<file path="config.mk">
export PLATFORM = sky130hd
export DESIGN_NAME = btn_repeat_ctrl
export DESIGN_NICKNAME = d
export VERILOG_FILES = /design/src/rtl/btn_pkg.sv /design/src/rtl/btn_repeat_chan.sv /design/src/rtl/btn_repeat_ctrl.sv
export SDC_FILE = /design/constraint.sdc
export NUM_CORES = 1
export LEC_CHECK = 0
export ABC_AREA = 1
export CAP_MARGIN = 25
export CORE_UTILIZATION = 63
export CTS_CLUSTER_SIZE = 8
export DETAILED_ROUTE_END_ITERATION = 6
export PLACE_DENSITY = 0.84
export SYNTH_ARGS = -nofsm -noshare
export SYNTH_HDL_FRONTEND = slang
export SYNTH_SLANG_ARGS = --single-unit
</file>
<file path="constraint.sdc">
create_clock -name clk -period 2.8 [get_ports clk]
set_input_delay 0.56 -clock clk [delete_from_list [all_inputs] [get_ports clk]]
set_output_delay 0.56 -clock clk [all_outputs]
set_load 0.02 [all_outputs]
</file>
<file path="src/rtl/btn_pkg.sv">
// Shared definitions for the button debounce / auto-repeat controller.
// Holds the per-channel FSM state encoding and the default timing constants
// used as parameter defaults by btn_repeat_chan and btn_repeat_ctrl.
package btn_pkg;

    typedef enum logic [1:0] {
        ST_IDLE      = 2'd0,
        ST_PRESS_DEB = 2'd1,
        ST_HELD      = 2'd2,
        ST_REPEAT    = 2'd3
    } btn_state_e;

    localparam int DEF_N_CH       = 4;
    localparam int DEF_DEB_CYC    = 2500;
    localparam int DEF_RPT_DELAY  = 5000000;
    localparam int DEF_RPT_PERIOD = 2500000;
    localparam int DEF_CNT_W      = 25;

endpackage

</file>
<file path="src/rtl/btn_repeat_chan.sv">
// One button channel: 2-flop synchroniser, press debounce, release debounce
// and auto-repeat timer.
// Ports:
//   clk_i     clock, rising edge
//   reset_i   synchronous active-high reset
//   btn_i     raw asynchronous button level
//   rpt_en_i  auto-repeat enable, sampled every cycle
//   level_o   debounced button state
//   pulse_o   one-cycle strobe on accepted press and on each repeat
//   state_o   current FSM state (debug visibility)
module btn_repeat_chan
    import btn_pkg::*;
#(
    parameter int DEB_CYC    = DEF_DEB_CYC,
    parameter int RPT_DELAY  = DEF_RPT_DELAY,
    parameter int RPT_PERIOD = DEF_RPT_PERIOD,
    parameter int CNT_W      = DEF_CNT_W
) (
    input  logic       clk_i,
    input  logic       reset_i,
    input  logic       btn_i,
    input  logic       rpt_en_i,
    output logic       level_o,
    output logic       pulse_o,
    output logic [1:0] state_o
);

    // Counters stop one short of their limit: the sample that would reach the
    // limit is the one that triggers the event, so pulses land exactly on time.
    localparam logic [CNT_W-1:0] DEB_LAST = CNT_W'(DEB_CYC - 1);
    localparam logic [CNT_W-1:0] DLY_LAST = CNT_W'(RPT_DELAY - 1);
    localparam logic [CNT_W-1:0] PER_LAST = CNT_W'(RPT_PERIOD - 1);

    function automatic logic [CNT_W-1:0] sat_inc(input logic [CNT_W-1:0] v);
        return (&v) ? v : v + CNT_W'(1);
    endfunction

    logic             sync1_q;
    logic             sync2_q;
    logic             en_q;
    logic             level_q;
    logic             pulse_q;
    btn_state_e       state_q;
    logic [CNT_W-1:0] deb_cnt_q;
    logic [CNT_W-1:0] rel_cnt_q;
    logic [CNT_W-1:0] rpt_cnt_q;
    logic [CNT_W-1:0] rpt_last;

    // First repeat waits the long delay, later ones the short period.
    assign rpt_last = (state_q == ST_HELD) ? DLY_LAST : PER_LAST;

    always_ff @(posedge clk_i) begin
        if (reset_i) begin
            sync1_q   <= 1'b0;
            sync2_q   <= 1'b0;
            en_q      <= 1'b0;
            level_q   <= 1'b0;
            pulse_q   <= 1'b0;
            state_q   <= ST_IDLE;
            deb_cnt_q <= '0;
            rel_cnt_q <= '0;
            rpt_cnt_q <= '0;
        end else begin
            sync1_q <= btn_i;
            sync2_q <= sync1_q;
            en_q    <= rpt_en_i;
            pulse_q <= 1'b0;
            case (state_q)
                ST_IDLE, ST_PRESS_DEB: begin
                    if (sync2_q) begin
                        if (deb_cnt_q >= DEB_LAST) begin
                            state_q   <= ST_HELD;
                            level_q   <= 1'b1;
                            pulse_q   <= 1'b1;
                            deb_cnt_q <= '0;
                            rel_cnt_q <= '0;
                            rpt_cnt_q <= '0;
                        end else begin
                            state_q   <= ST_PRESS_DEB;
                            deb_cnt_q <= sat_inc(deb_cnt_q);
                        end
                    end else begin
                        state_q   <= ST_IDLE;
                        deb_cnt_q <= '0;
                    end
                end
                ST_HELD, ST_REPEAT: begin
                    if (!sync2_q && rel_cnt_q >= DEB_LAST) begin
                        // Release accepted; it overrides any repeat due now.
                        state_q   <= ST_IDLE;
                        level_q   <= 1'b0;
                        rel_cnt_q <= '0;
                        rpt_cnt_q <= '0;
                    end else begin
                        rel_cnt_q <= sync2_q ? '0 : sat_inc(rel_cnt_q);
                        if (!rpt_en_i) begin
                            rpt_cnt_q <= '0;
                            state_q   <= ST_HELD;
                        end else if (!en_q) begin
                            // Enable just rose: this edge is time zero of a
                            // fresh full delay, like the press pulse edge.
                            rpt_cnt_q <= '0;
                        end else if (rpt_cnt_q >= rpt_last) begin
                            pulse_q   <= 1'b1;
                            rpt_cnt_q <= '0;
                            state_q   <= ST_REPEAT;
                        end else begin
                            rpt_cnt_q <= sat_inc(rpt_cnt_q);
                        end
                    end
                end
                default: state_q <= ST_IDLE;
            endcase
        end
    end

    assign level_o = level_q;
    assign pulse_o = pulse_q;
    assign state_o = state_q;

endmodule

</file>
<file path="src/rtl/btn_repeat_ctrl.sv">
// Multi-channel button debounce and auto-repeat controller.
// Ports:
//   clk        clock, rising edge
//   reset      synchronous active-high reset
//   btn_in     raw asynchronous button levels, active-high
//   rpt_en     per-channel auto-repeat enable
//   btn_level  debounced button states
//   btn_pulse  per-channel press / repeat strobes
//   btn_any    OR of btn_pulse in the same cycle
//   dbg_state_o  packed per-channel FSM states, channel i at [2*i +: 2]
module btn_repeat_ctrl
    import btn_pkg::*;
#(
    parameter int N_CH       = DEF_N_CH,
    parameter int DEB_CYC    = DEF_DEB_CYC,
    parameter int RPT_DELAY  = DEF_RPT_DELAY,
    parameter int RPT_PERIOD = DEF_RPT_PERIOD,
    parameter int CNT_W      = DEF_CNT_W
) (
    input  logic              clk,
    input  logic              reset,
    input  logic [N_CH-1:0]   btn_in,
    input  logic [N_CH-1:0]   rpt_en,
    output logic [N_CH-1:0]   btn_level,
    output logic [N_CH-1:0]   btn_pulse,
    output logic              btn_any,
    output logic [2*N_CH-1:0] dbg_state_o
);

    for (genvar i = 0; i < N_CH; i++) begin : g_chan
        btn_repeat_chan #(
            .DEB_CYC    (DEB_CYC),
            .RPT_DELAY  (RPT_DELAY),
            .RPT_PERIOD (RPT_PERIOD),
            .CNT_W      (CNT_W)
        ) u_chan (
            .clk_i    (clk),
            .reset_i  (reset),
            .btn_i    (btn_in[i]),
            .rpt_en_i (rpt_en[i]),
            .level_o  (btn_level[i]),
            .pulse_o  (btn_pulse[i]),
            .state_o  (dbg_state_o[2*i +: 2])
        );
    end

    assign btn_any = |btn_pulse;

endmodule

</file>
==> results.json <==
{
  "status": "finished, violations left",
  "violations": "design-rule violations",
  "ant_nets": 0,
  "gr-max-usage-layer": "met2",
  "grt.met1_usage": 0.3645,
  "yosys_warnings": 0,
  "arrival_ns": 2.08,
  "power_mw": 9.763,
  "crit_path_start_kind": "flop",
  "die_y_um": 166.3,
  "post_cts_resized": 0,
  "comb_power_share": 0.016,
  "synth.distinct_cells": 50,
  "cts_root_buffer": "clkbuf_16",
  "synthesis.area_um2": 17020,
  "grt_usage": 0.2898,
  "numCtsBuffers": 47,
  "finalMaxSlewViolations": 0,
  "wl_per_cell_um": 13.61,
  "crit_fanout": 2,
  "drcViolationCount": 3,
  "p_leak_nw": 7.328,
  "setup_viol": 0,
  "path_clk_slew_ns": 0.05,
  "io_buffers": 26,
  "ios": 27,
  "fp.dieW_um": 166.3,
  "grtUsageMet2": 0.5148,
  "routed_wl_um": 39570,
  "seqPwrFrac": 0.482,
  "first_pass_iters": 7,
  "p_switching_mw": 2.066,
  "rsz0062_at_grt": "false",
  "initialDrtViolationCount": 1107,
  "cap_viol_max_count": 0,
  "peakVddDrop_mv": 0.4239,
  "worstPathRequired_ns": 2.24,
  "dieArea_um2": 27670,
  "grt_max_degree": 94,
  "grt-ovfl-total": 0,
  "hold_class": "reg -> reg",
  "via_per_inst": 5.537,
  "dp.final_hpwl_um": 27110,
  "num-fill-cells": 2156,
  "worst_pin_slew_ns": 0.9484,
  "grt_pass1_vias": 15380,
  "cts_setup_buffers": 0,
  "ys_ff_latch": 328,
  "fmaxAchievable_ghz": 0.3794,
  "switching_share": 0.2116,
  "crit_path_end_kind": "primary output",
  "layout-drive-gt1-share": 0.04860,
  "whs_ns": 0.3940,
  "start_util": 0.6475,
  "cts_tree": "done",
  "place.gp.congestion": 0.9714,
  "grt_pass1_wl_um": 68690,
  "period_share": 0.9415,
  "synth_top_area_frac": 0.3859,
  "vias": 16100,
  "synth_fp_nets": 2607,
  "syn2layout_area_growth_pct": 9.941,
  "final_area_um2": 18710,
  "path_class": "reg -> out",
  "cts_sinks": 328,
  "diodes": 0,
  "maxSlewHeadroom": 0.3677,
  "place_area_um2": 17460,
  "syn_inst": 2561,
  "ys_seq_area_frac": 0.3859,
  "clk_latency_ns": 0.55,
  "clockBufferDepth": 3,
  "hold_violations": 0,
  "p_per_area_nw_per_um2": 521.9,
  "fin_skew_ns": 0.01887,
  "p_int_mw": 7.697,
  "layout.nets": 2614,
  "synth_area_leader_cell": "dfxtp_1",
  "fin_tns_setup_ns": 0,
  "ys_top_cells_by_area": "dfxtp_1 39%, nand2_1 13%, nor2_1 9.2%",
  "clockPowerShare": 0.502,
  "rows": 59,
  "antenna_found_initial": 0,
  "htree_num_levels": 2,
  "core_um2": 26280,
  "syn_avg_cell_area_um2": 6.644,
  "postCtsHoldBufs": 0,
  "post-route-min-period_ns": 2.636,
  "grt_use_met3": 0.03622
}
-- power by group through the flow --
stage	registers [mW]	logic (mW)	clock network (mW)
floorplan	4.79	0.0968	0
detailed placement	4.79	0.154	0
global route	4.70	0.171	5.17
global placement	4.79	0.152	0
CTS	4.70	0.155	4.98
finish	4.70	0.156	4.90
-- synth_stat cells (all sizes together) --
cell    instances
o41ai           1
o21ai          73
a41oi           2
nor2          433
dfxtp         328
or2             7
a211oi          3
o211ai          2
nand2         588
a21oi         154
nand3b         19
clkbuf         50
a221oi          2
o31ai           2
a22oi           1
or4             1
o21a            1
nor4           10
clkinv          1
nand4          63
and3            4
buf            42
xor2           67
a31oi           4
inv           319
o211a           1
nor3          139
nor3b           9
o22ai           2
nand3         177
o21bai          4
ha             36
a21o            2
xnor2          14
-- critical path: stages, from the launching register on --
cell and delay, ns:
dfxtp_1 0.42, or4_1 0.56, clkdlybuf4s50_1 0.55
-- worst paths after layout --
check	start	end	slack, ns	cells past startpoint
setup / recovery	g_chan[1].u_chan.pulse_o	btn_any	0.16	2
hold / removal	g_chan[2].u_chan.sync1_q	g_chan[2].u_chan.sync2_q	0.39	2
setup reg to reg	g_chan[2].u_chan.state_o[0]	g_chan[2].u_chan.rpt_cnt_q[7]	0.41	13
hold reg to reg	g_chan[2].u_chan.sync1_q	g_chan[2].u_chan.sync2_q	0.39	2
-- metal layers --
layer  up-vias  share of wire
li1       8183              -
met1      7388           0.45
met2       441           0.48
met3        84          0.050
met4         0          0.023
met5         -              0
-- placed cells by master, fill, tap and decap left out, drive strengths merged, types with 63 or more instances in the layout --
cell type	netlist	final
xor2	67	67
inv	319	320
nand2	588	588
nand3	177	177
nand4	63	63
o21ai	73	73
dfxtp	328	328
a21oi	154	154
nor2	433	433
nor3	139	139
-- sequential cells by signal, summed over array words and instances, names as in the netlist --
register                 cells
g_chan.u_chan.deb_cnt_q    100
g_chan.u_chan.pulse_o        4
g_chan.u_chan.rpt_cnt_q    100
g_chan.u_chan.en_q           4
g_chan.u_chan.sync2_q        4
g_chan.u_chan.rel_cnt_q    100
g_chan.u_chan.sync1_q        4
g_chan.u_chan.state_o        8
g_chan.u_chan.level_o        4
-- layout make-up --
type	instances	area [um2]	area share
well taps	335	419.2	0.02241
clock inverters	4	63.81	0.003411
clock buffers	49	1184	0.06327
flip-flops and latches	328	6566	0.3510
multi-input cells	1821	8820	0.4714
repair buffers	50	454.2	0.02428
inverters	320	1201	0.06421
-- per-stage QoR --
stage | cells | setup slack, ns | utilization
floorplan | 2561 | 0.6663 | -
global placement | 2854 | 0.5327 | 0.6644
detailed placement | 2854 | 0.4265 | 0.6644
global route | 2907 | 0.1530 | 0.7119
CTS | 2907 | 0.1722 | 0.7119
finish | 2907 | 0.1639 | 0.7119
-- cell families after synthesis --
group,share of synthesized area
AOI/OAI and AO/OA,0.08073
adders and majority gates,0.02647
xor gates and xnor gates,0.04169
and+or+nand+nor,0.3694
buffers and inverters,0.09581
DFF,0.3859
Power figures use the tool's default switching activity.
